**config.mk**
```make
export PLATFORM = sky130hd
export DESIGN_NAME = fpu_lzd_norm_arbiter
export DESIGN_NICKNAME = d
export VERILOG_FILES = /design/src/rtl/fpu_lzd_norm_arbiter.sv
export SDC_FILE = /design/constraint.sdc
export NUM_CORES = 1
export LEC_CHECK = 0
export CELL_PAD_IN_SITES_DETAIL_PLACEMENT = 1
export CELL_PAD_IN_SITES_GLOBAL_PLACEMENT = 2
export CORE_ASPECT_RATIO = 0.5
export CORE_MARGIN = 10
export CORE_UTILIZATION = 30
export CTS_CLUSTER_DIAMETER = 50
export DETAILED_ROUTE_END_ITERATION = 8
export GPL_ROUTABILITY_DRIVEN = 0
export PLACE_DENSITY = 0.88
export SETUP_SLACK_MARGIN = 0.2
export SLEW_MARGIN = 10
export SYNTH_ARGS = -nofsm -noshare
export SYNTH_HDL_FRONTEND = slang
export SYNTH_SLANG_ARGS = --single-unit
```
**constraint.sdc**
```tcl
create_clock -name clk -period 9.6 [get_ports clk]
set_input_delay 1.92 -clock clk [delete_from_list [all_inputs] [get_ports clk]]
set_output_delay 1.92 -clock clk [all_outputs]
set_load 0.01 [all_outputs]
```
**src/rtl/fpu_lzd_norm_arbiter.sv**
```systemverilog
// Two-requester arbiter in front of a shared 24-bit leading-zero-detect/normalize pipeline (S1 capture, S2 result).
// Optional round-robin arbitration is enabled by defining FPU_LZD_RR_EN; otherwise A has fixed priority over B.
module fpu_lzd_norm_arbiter #(
    parameter int MANT_W = 24,
    parameter int EXP_W  = 10
) (
    input  logic              clk,
    input  logic              rst,
    input  logic              a_valid,
    output logic              a_ready,
    input  logic [MANT_W-1:0] a_mant,
    input  logic [EXP_W-1:0]  a_exp,
    input  logic              b_valid,
    output logic              b_ready,
    input  logic [MANT_W-1:0] b_mant,
    input  logic [EXP_W-1:0]  b_exp,
    output logic              out_valid,
    input  logic              out_ready,
    output logic [MANT_W-1:0] out_mant,
    output logic [EXP_W-1:0]  out_exp,
    output logic [4:0]        out_lz,
    output logic              out_zero,
    output logic              out_uflow,
    output logic              out_src
);

    // Layer 1: 4-bit leading-zero detect, returns {any_one, count}.
    function automatic logic [2:0] lzd_nibble(input logic [3:0] d);
        logic [1:0] cnt;
        casez (d)
            4'b1???: cnt = 2'd0;
            4'b01??: cnt = 2'd1;
            4'b001?: cnt = 2'd2;
            default: cnt = 2'd3;
        endcase
        return {|d, cnt};
    endfunction

    // Layer 2: merge two nibble results into a byte result {any_one, count[2:0]}.
    function automatic logic [3:0] fpu_lzd_mux(input logic [2:0] hi, input logic [2:0] lo);
        logic [3:0] r;
        if (hi[2]) begin
            r = {1'b1, 1'b0, hi[1:0]};
        end else begin
            r = {lo[2], 1'b1, lo[1:0]};
        end
        return r;
    endfunction

    // Layer 3: merge three byte results; byte offsets 0/8/16 become the upper count bits.
    function automatic logic [5:0] lzd_top(input logic [3:0] b2, input logic [3:0] b1, input logic [3:0] b0);
        logic [5:0] r;
        if (b2[3]) begin
            r = {1'b1, 2'b00, b2[2:0]};
        end else if (b1[3]) begin
            r = {1'b1, 2'b01, b1[2:0]};
        end else if (b0[3]) begin
            r = {1'b1, 2'b10, b0[2:0]};
        end else begin
            r = {1'b0, 5'd24};
        end
        return r;
    endfunction

    logic              s1_valid_r;
    logic [MANT_W-1:0] s1_mant_r;
    logic [EXP_W-1:0]  s1_exp_r;
    logic              s1_src_r;

    logic s2_en_s;
    logic s1_en_s;
    logic grant_b_s;
    logic a_hs_s;
    logic b_hs_s;

    assign s2_en_s = !out_valid | out_ready;
    assign s1_en_s = !s1_valid_r | s2_en_s;

`ifdef FPU_LZD_RR_EN
    logic last_src_r;  // 1 = B was granted last, so A wins the next tie

    // Round-robin grant: on contention the source not granted last wins.
    always_comb begin
        if (a_valid && b_valid) begin
            grant_b_s = !last_src_r;
        end else if (b_valid) begin
            grant_b_s = 1'b1;
        end else begin
            grant_b_s = 1'b0;
        end
    end

    // Pointer tracks the last granted source, moving only on a handshake.
    always_ff @(posedge clk) begin
        if (rst) begin
            last_src_r <= 1'b1;
        end else if (a_hs_s || b_hs_s) begin
            last_src_r <= b_hs_s;
        end else begin
            last_src_r <= last_src_r;
        end
    end
`else
    assign grant_b_s = !a_valid & b_valid;
`endif

    assign a_ready = s1_en_s & a_valid & !grant_b_s & !rst;
    assign b_ready = s1_en_s & b_valid & grant_b_s & !rst;
    assign a_hs_s  = a_valid & a_ready;
    assign b_hs_s  = b_valid & b_ready;

    // S1 operand capture; an idle advance empties the stage.
    always_ff @(posedge clk) begin
        if (rst) begin
            s1_valid_r <= 1'b0;
            s1_mant_r  <= {MANT_W{1'b0}};
            s1_exp_r   <= {EXP_W{1'b0}};
            s1_src_r   <= 1'b0;
        end else if (s1_en_s) begin
            if (a_hs_s) begin
                s1_valid_r <= 1'b1;
                s1_mant_r  <= a_mant;
                s1_exp_r   <= a_exp;
                s1_src_r   <= 1'b0;
            end else if (b_hs_s) begin
                s1_valid_r <= 1'b1;
                s1_mant_r  <= b_mant;
                s1_exp_r   <= b_exp;
                s1_src_r   <= 1'b1;
            end else begin
                s1_valid_r <= 1'b0;
            end
        end else begin
            s1_valid_r <= s1_valid_r;
        end
    end

    logic [5:0][2:0]   nib_s;
    logic [2:0][3:0]   byte_s;
    logic [5:0]        lzd_s;
    logic              mant_zero_s;
    logic [4:0]        lz_s;
    logic [MANT_W-1:0] norm_mant_s;
    logic [EXP_W:0]    exp_wide_s;
    logic [EXP_W-1:0]  exp_out_s;
    logic              uflow_s;

    // Three-layer LZD tree over the S1 mantissa.
    always_comb begin
        nib_s  = {6{3'b000}};
        byte_s = {3{4'b0000}};
        for (int i = 0; i < 6; i++) begin
            nib_s[i] = lzd_nibble(s1_mant_r[4*i +: 4]);
        end
        for (int j = 0; j < 3; j++) begin
            byte_s[j] = fpu_lzd_mux(nib_s[2*j+1], nib_s[2*j]);
        end
        lzd_s = lzd_top(byte_s[2], byte_s[1], byte_s[0]);
    end

    assign mant_zero_s = !lzd_s[5];
    assign lz_s        = lzd_s[4:0];
    assign norm_mant_s = s1_mant_r << lz_s;
    // Underflow is judged on the unwrapped difference so a wrap past -512 still flags it.
    assign exp_wide_s  = {s1_exp_r[EXP_W-1], s1_exp_r} - {{(EXP_W-4){1'b0}}, lz_s};
    assign exp_out_s   = mant_zero_s ? s1_exp_r : exp_wide_s[EXP_W-1:0];
    assign uflow_s     = !mant_zero_s & (exp_wide_s[EXP_W] | (exp_wide_s == {(EXP_W+1){1'b0}}));

    // S2 result register; holds while the consumer stalls.
    always_ff @(posedge clk) begin
        if (rst) begin
            out_valid <= 1'b0;
            out_mant  <= {MANT_W{1'b0}};
            out_exp   <= {EXP_W{1'b0}};
            out_lz    <= 5'd0;
            out_zero  <= 1'b0;
            out_uflow <= 1'b0;
            out_src   <= 1'b0;
        end else if (s2_en_s) begin
            out_valid <= s1_valid_r;
            if (s1_valid_r) begin
                out_mant  <= norm_mant_s;
                out_exp   <= exp_out_s;
                out_lz    <= lz_s;
                out_zero  <= mant_zero_s;
                out_uflow <= uflow_s;
                out_src   <= s1_src_r;
            end else begin
                out_mant  <= out_mant;
                out_exp   <= out_exp;
                out_lz    <= out_lz;
                out_zero  <= out_zero;
                out_uflow <= out_uflow;
                out_src   <= out_src;
            end
        end else begin
            out_valid <= out_valid;
        end
    end

endmodule

```
-- After elaboration in Yosys (flattened, before gate mapping)
Index checks and enable logic that the tools add are counted.
- input bits: 73
- register bits: 79
- memory bits (writable): 0
- latch bits: 0
- bits in read-only memories: 0
- output and inout bits: 45
- memories: 0
- div/mod/pow operators: 0
- shift operators: 1
- $add $sub $neg: 1
- equality and inequality tests: 12
- order comparisons: 0
- bitwise gates (word level): 13
- multiplexer cells: 21
- multiply operators: 0
- reduce and logical (&&, ||, !) cells: 16
- operator list (kind ; count):
    $mux W24 ; 2
    $pmux W2 S3 ; 6
    $mux W10 ; 3
    $reduce_or A4 Y1 ; 6
    $shl A24 B5 Y24 ; 1
    $eq A3 B1 Y1 const B ; 6
    $mux W6 ; 3
    $eq A2 B1 Y1 const B ; 6
    $mux W4 ; 3
    $logic_not A11 Y1 ; 1
    $sub A10 B6 Y11 ; 1
    $and A1 B1 Y1 ; 10
    $logic_not A1 Y1 ; 6
    $mux W1 ; 4
    $reduce_and A2 Y1 ; 2
    $or A1 B1 Y1 ; 3
    $reduce_bool A2 Y1 ; 1

-- Depth between registers and ports, before layout
Gate-level depths: netlist of the first run.
- depth after elaboration: 10
- mapped depth: 18
- mapped depth without buffers: 16

-- Worst setup path before layout of the first run
No wires, ideal clock.
- kind: input port to output port
- start: input out_ready
- end: output b_ready
- slack: 4.663 ns
- buffers on the path: 2
- required time: 7.680 ns
- data arrival time: 3.017 ns
- stages: 5
- path through: nor2b_1 > a21oi_1 > and3_1 > clkbuf_1 > clkbuf_1
- cells in the longest elaborated chain, start to end: 5
- ends and longest elaborated chain (element ; line ; RTL):
    start: declaration ; 18 ; input logic out_ready,
    $or A1 B1 Y1 ; 76 ; assign s2_en_s = !out_valid | out_ready;
    $or A1 B1 Y1 ; 77 ; assign s1_en_s = !s1_valid_r | s2_en_s;
    $and A1 B1 Y1 (3 in series) ; 108 ; assign b_ready = s1_en_s & b_valid & grant_b_s & !rst;
    end: declaration ; 14 ; output logic b_ready,
Every way passes these cells.

-- Worst setup path after layout of the first run
- start: input rst
- end: output b_ready
- cells in the longest elaborated chain, start to end: 2
- ends and longest elaborated chain (element ; line ; RTL):
    start: declaration ; 8 ; input logic rst,
    $logic_not A1 Y1 ; 108 ;
    $and A1 B1 Y1 ; 108 ;
Every way passes these cells.

==> results.yml, run 1 <==
status:
  status: "finished, final reports clean"
route:
  ant_nets: 0
  num_vias: 4845
  via_per_inst: 5.46
  remaining_drc_errors: 0
  wl_mm: 17.4
  drt_iter0_drc: 303
  routedWlPerCell_um: 19.6
  drt_first_pass_iters: 4
power_and_ir_drop:
  p_leak_nw: 2.29
  seq_power_share_pct: 36.0
  sw_frac_of_total_pct: 35.9
  max-vdd-ir-drop_v: 0.0000780
  powerDensity_nw_per_um2: 172
  clkPwrFrac_pct: 31.5
  internal_power_uw: 689
  p_switching_uw: 385
  p_comb_share_pct: 32.6
final_layout:
  diodes: 0
  design_area_um2: 6250
  multi_input_area_um2: 2840
  nets: 757
  final_common_cell: "clkdlybuf4s50_1"
  final_cell_mix: "116 x clkdlybuf4s50_1, 79 x dfxtp_1, 75 x nor2_1, 64 x nand2_1, 51 x a21oi_1"
  fill_cells: 1821
  syn_to_final_growth_pct: 34.0
  layout-drive-gt1-share_pct: 5.42
  regArea_um2: 1580
timing:
  period_needed_ns: 6.09
  slew_headroom_pct: 25.6
  fmaxAchievable_mhz: 164
  tns_ns: 0
  hold_slack_ns: 0.460
  slew_viol_final: 0
  worst_pin_slew_ns: 1.11
  fin_crit_sh_pct: 63.4
  hold_viol: 0
  fin_skew_ns: 0.00732
  rsz0062_at_grt: "false"
  finalSetupViolCount: 0
  layout_setup_ws_ns: 3.51
setup_path:
  crit_path_end_kind: "output port"
  cp_top_family: "buffers and inverters"
  slowest_stage: "buf_4"
  cp-start-kind: "input port"
  required_ns: 7.68
  critPathKind: "in -> out"
  crit_arrival_ns: 4.17
  worst-path-max-fanout: 67
  cpPeakStageDelay_ns: 0.58
  crit_buf_inv: 5
  crit_path_frequent_cell: "buf_4"
  crit_chain: "buf_2, buf_4, inv_1, and3_2, buf_4, clkdlybuf4s50_1"
logic_synthesis:
  synth_xor_area_share_pct: 1.69
  yosysWarningCount: 0
  synth_compound_area_share_pct: 28.7
  synth_cells: 590
  synth_ff_type: "dfxtp_1"
  seq_area_frac_synth_pct: 33.9
  synth_mux_area_share_pct: 10.5
  synthesis.nets: 669
  ys_ff_latch: 79
  synth_area_per_cell_um2: 7.91
  netlist.area_leader.share_pct: 33.9
  synth_top_family_by_area: "compound AO/OA/AOI/OAI gates"
  ys_types: 60
  synth.area.top_cells: "dfxtp_1 34%, mux2i_1 9.7%, a211oi_1 6.8%"
  synth.cell_area_um2: 4670
  synthArstFlopShare_pct: 0
  synth_adder_area_share_pct: 1.77
  synth_edf_count: 0
  yosys.area_share.simple_pct: 18.1
  synth.largest_area_cell: "dfxtp_1"
die:
  start_util_pct: 30.4
  core_area_um2: 15300
  pin_count: 118
  die_h_um: 108
  dieArea_um2: 21200
  num_rows: 32
  die_w_um: 196
clocking:
  root_buffer: "clkbuf_16"
  clock_sinks: 79
  max-clock-path-buffers: 2
  clock_latency_ns: 0.34
  cts_made_buffers: 9
  htree_levels: 3
  tritoncts: "yes"
  post_cts_resize_count: 0
  clk_pin_slew_ns: 0.07
  post_cts.repair.setup_buffers: 0
  cts_hold_buf: 0
worst_hold_path:
  hp-class: "reg -> reg"
place:
  place_ws_ns: 3.53
  dp.final_hpwl_mm: 13.3
  numPortBuffers: 117
  place_area_um2: 5960
global_route:
  grt_pass1_vias: 4899
  grt_usage_pct: 16.0
  grt_pass1_wl_mm: 27.6
  antenna_found_initial: 0
  grt_max_degree: 68
  overflow: 0
flow_run:
  maxCapViolCount: 0
## power groups by stage
| stage | combinational [mW] | clock, mW | sequential [mW] |
|---|---|---|---|
| after floorplan | 0.215 | 0 | 0.388 |
| after global placement | 0.341 | 0 | 0.393 |
| after detailed placement | 0.346 | 0 | 0.394 |
| after CTS | 0.349 | 0.343 | 0.387 |
| after global routing | 0.381 | 0.360 | 0.392 |
| final | 0.350 | 0.338 | 0.387 |
## registers in the layout, summed over array words and instances (netlist names)
register	cells
out_mant	24
s1_mant_r	24
out_exp	10
s1_exp_r	10
out_lz	5
out_src	1
out_uflow	1
out_valid	1
out_zero	1
s1_src_r	1
s1_valid_r	1
## metrics by stage
step | std cells | util (%) | total power, mW
floorplan | 590 | - | 0.603
global placement | 871 | 38.8 | 0.735
detailed placement | 871 | 38.8 | 0.740
CTS | 887 | 40.8 | 1.08
global route | 887 | 40.8 | 1.13
finish | 887 | 40.8 | 1.07
## cell usage after synthesis (6+ instances only)
cell,n
a211oi_1,42
a21oi_1,51
a22oi_1,27
and2_1,6
clkbuf_1,37
dfxtp_1,79
inv_1,13
mux2i_1,45
nand2_1,64
nand3_1,9
nor2_1,75
nor2b_1,7
nor3_1,7
nor4_1,7
o211ai_1,9
o21ai_0,18
o221ai_1,6
## worst min-delay path, cell delays in order (launching register included)
cell	delay (ns)
dfxtp_1	0.31
nand2_1	0.05
a21oi_1	0.05
## kinds of logic (layout without fill, tap and decap cells)
family / Yosys count / after routing
buffers and inverters: 63 / 156
AO/OA/AOI/OAI: 195 / 195
adder cells (fa/ha/maj): 6 / 6
XOR/XNOR: 9 / 9
multiplexers: 47 / 47
flip-flops: 79 / 79
AND/OR/NAND/NOR: 191 / 191
## worst paths after layout
check,startpoint,endpoint,slack [ns],depth (start not counted)
min,out_lz[2],out_lz[2],0.46,2
max,rst,b_ready,3.51,6
max reg2reg,s1_mant_r[5],out_uflow,4.56,14
min reg2reg,out_lz[2],out_lz[2],0.46,2
## layout make-up
cell class | instances | area share [%]
Clock buffer | 9 | 3.60
Clock inverter | 7 | 1.08
Inverter | 16 | 0.961
Multi-Input combinational cell | 448 | 45.5
Sequential cell | 79 | 25.3
Tap cell | 204 | 4.08
Timing Repair Buffer | 124 | 19.5
## layer usage
metal  GRT usage, %  vias to the layer above  wire length (um)
li1               -                     2337                 -
met1           21.1                     2388              8020
met2           26.7                      109              8290
met3           3.06                       11               943
met4           2.93                        0               126
met5              0                        -                 0
Power figures use the tool's default switching activity.
==> run 2, diff against run 1 <==
--- a/config.mk
+++ b/config.mk
@@ -9,11 +9,11 @@
 export CELL_PAD_IN_SITES_GLOBAL_PLACEMENT = 2
 export CORE_ASPECT_RATIO = 0.5
 export CORE_MARGIN = 10
-export CORE_UTILIZATION = 30
+export CORE_UTILIZATION = 25
 export CTS_CLUSTER_DIAMETER = 50
 export DETAILED_ROUTE_END_ITERATION = 8
 export GPL_ROUTABILITY_DRIVEN = 0
-export PLACE_DENSITY = 0.88
+export PLACE_DENSITY = 0.79
 export SETUP_SLACK_MARGIN = 0.2
 export SLEW_MARGIN = 10
 export SYNTH_ARGS = -nofsm -noshare
==> constraint.sdc (replaced) <==
create_clock -name clk -period 5.01 [get_ports clk]
set_input_delay 1.002 -clock clk [delete_from_list [all_inputs] [get_ports clk]]
set_output_delay 1.002 -clock clk [all_outputs]
set_load 0.01 [all_outputs]
==> run 2 against run 1 <==
Against the previous run:
- sequential share of layout area down 0.28 points
- power increased by 92%
- register-to-register slack lost 3.8 ns
- critical path depth increased by 10
- cell area is 1.1% higher
- sequential power is 91% higher
- final cell count up 4.6%
- count of clock-buffer cells in the layout did not move
==> results.yml, run 2 (synthesized netlist as in run 1, its figures left out) <==
status:
  status: "finished, final reports clean"
route:
  routedWlPerCell_um: 20.2
  num_vias: 4882
  drt_iter0_drc: 305
  ant_nets: 0
  wl_mm: 18.8
  maxUsedRoutingLayer: "met4"
  wl_met1_mm: 8.64
  remaining_drc_errors: 0
  wl_met3_um: 961
  drt_first_pass_iters: 5
  wl_met2_mm: 9.01
  via_per_inst: 5.26
worst_hold_path:
  hold-path-cell-count: 2
  hold_path_startpoint: "out_mant[5]"
  hp-class: "reg -> reg"
  min_to: "out_mant[5]"
setup_path:
  r2r_start: "s1_mant_r[12]"
  cp-start-kind: "flop"
  rrSetupSlack_ns: 0.76
  critPathKind: "reg -> reg"
  crit_arrival_ns: 4.51
  crit_path_start: "s1_mant_r[12]"
  required_ns: 5.27
  slowest_stage: "a2111oi_0"
  cpPeakStageDelay_ns: 0.51
  worst-path-max-fanout: 25
  r2r-end: "out_exp[8]"
  crit_chain: "nor4_1, nand2_1, a2111oi_0, o31ai_2, inv_2, ha_1, inv_1, fa_1, a21o_1, a21oi_1, nor2b_1, nor3_1, nand2_1, nor3_1, xnor2_1, a211oi_1"
  r2r_cells: 16
  crit_path_end_kind: "flop"
timing:
  tns_ns: 0
  fin_crit_sh_pct: 84.9
  slew_headroom_pct: 49.9
  fin_skew_ns: 0.00636
  fmaxAchievable_mhz: 235
  worst_pin_slew_ns: 0.752
  slew_viol_final: 0
  finalSetupViolCount: 0
  hold_slack_ns: 0.462
  period_needed_ns: 4.25
  layout_setup_ws_ns: 0.758
  hold_viol: 0
  rsz0062_at_grt: "false"
final_layout:
  layout-drive-gt1-share_pct: 6.10
  nets: 762
  utilization_pct: 34.4
  final_common_cell: "clkdlybuf4s50_1"
  diodes: 0
  top_regs: "out_mant x24, s1_mant_r x24"
  syn_to_final_growth_pct: 35.4
  final_cell_mix: "116 x clkdlybuf4s50_1, 79 x dfxtp_1, 75 x nor2_1, 64 x nand2_1, 51 x a21oi_1"
  design_area_um2: 6320
  fill_cells: 2189
  fin_cells: 928
power_and_ir_drop:
  total_power_mw: 2.07
  p_leak_nw: 2.31
  powerDensity_nw_per_um2: 327
  max-vdd-ir-drop_v: 0.000183
clocking:
  cts_hold_buf: 0
  htree_levels: 3
  max-clock-path-buffers: 2
  tritoncts: "yes"
  post_cts_resize_count: 0
  root_buffer: "clkbuf_16"
  cts_made_buffers: 9
  clk_pin_slew_ns: 0.07
  clock_sinks: 79
  post_cts.repair.setup_buffers: 0
  clock_latency_ns: 0.34
global_route:
  grt_max_degree: 67
  grt_usage_pct: 15.0
  overflow: 0
  grt_pass1_wl_mm: 29.2
  grt_pass1_vias: 5013
  antenna_found_initial: 0
die:
  start_util_pct: 25.4
  core_area_um2: 18300
  die_w_um: 213
  pin_count: 118
  dieArea_um2: 24900
  die_h_um: 117
  num_rows: 35
place:
  place_ws_ns: 0.798
  numPortBuffers: 117
  place_inst: 912
  place_area_um2: 6040
  dp.final_hpwl_mm: 14.4
flow_run:
  maxCapViolCount: 0
-- run 2: cell types whose count changed in the layout (fill, tap and decap cells not counted), sizes merged --
| cell | previous run | this run |
|---|---|---|
| clkinv | 4 | 3 |
| clkinvlp | 1 | 2 |
| buf | 8 | 13 |
-- run 2: how the worst max path moves through the flow --
stage | endpoint | cells after the start | slack (ns)
6_report | out_exp[8] | 16 | 0.76
5_1_grt | out_uflow | 16 | 0.26
4_1_cts | out_exp[8] | 16 | 0.76
3_5_place_dp | out_exp[8] | 16 | 0.80
3_3_place_gp | out_exp[8] | 16 | 0.97
2_1_floorplan | out_exp[8] | 18 | 1.20
-- run 2: final cells by class --
cell class	count	area [um2]	share of cell area (%)
multi-input cells	448	2840	45.0
flip-flops and latches	79	1580	25.0
repair buffers	129	1260	19.9
well taps	240	300	4.75
clock buffers	9	225	3.56
inverters	16	60.1	0.950
clock inverters	7	53.8	0.851
-- run 2: critical path: cells and delay by family, from the launching register on --
family                   cells  cell delay, ns
AO/OA/AOI/OAI                5            1.28
adder cells (fa/ha/maj)      2            0.68
AND/OR/NAND/NOR              6            1.23
buffers and inverters        2            0.49
XOR/XNOR                     1            0.09
flip-flops                   1            0.39
-- run 2: power breakdown --
| part | internal [mW] | switching, mW | total (mW) | leakage, nW |
|---|---|---|---|---|
| combinational | 0.297 | 0.395 | 0.692 | 1.52 |
| sequential | 0.682 | 0.0582 | 0.740 | 0.651 |
| clock | 0.341 | 0.292 | 0.633 | 0.134 |
| total | 1.32 | 0.745 | 2.07 | 2.31 |
-- run 2: layer usage --
metal / track usage [%] / up-vias
met3: 2.97 / 16
met5: 0 / -
met1: 19.3 / 2387
met4: 2.58 / 0
li1: - / 2357
met2: 25.8 / 122
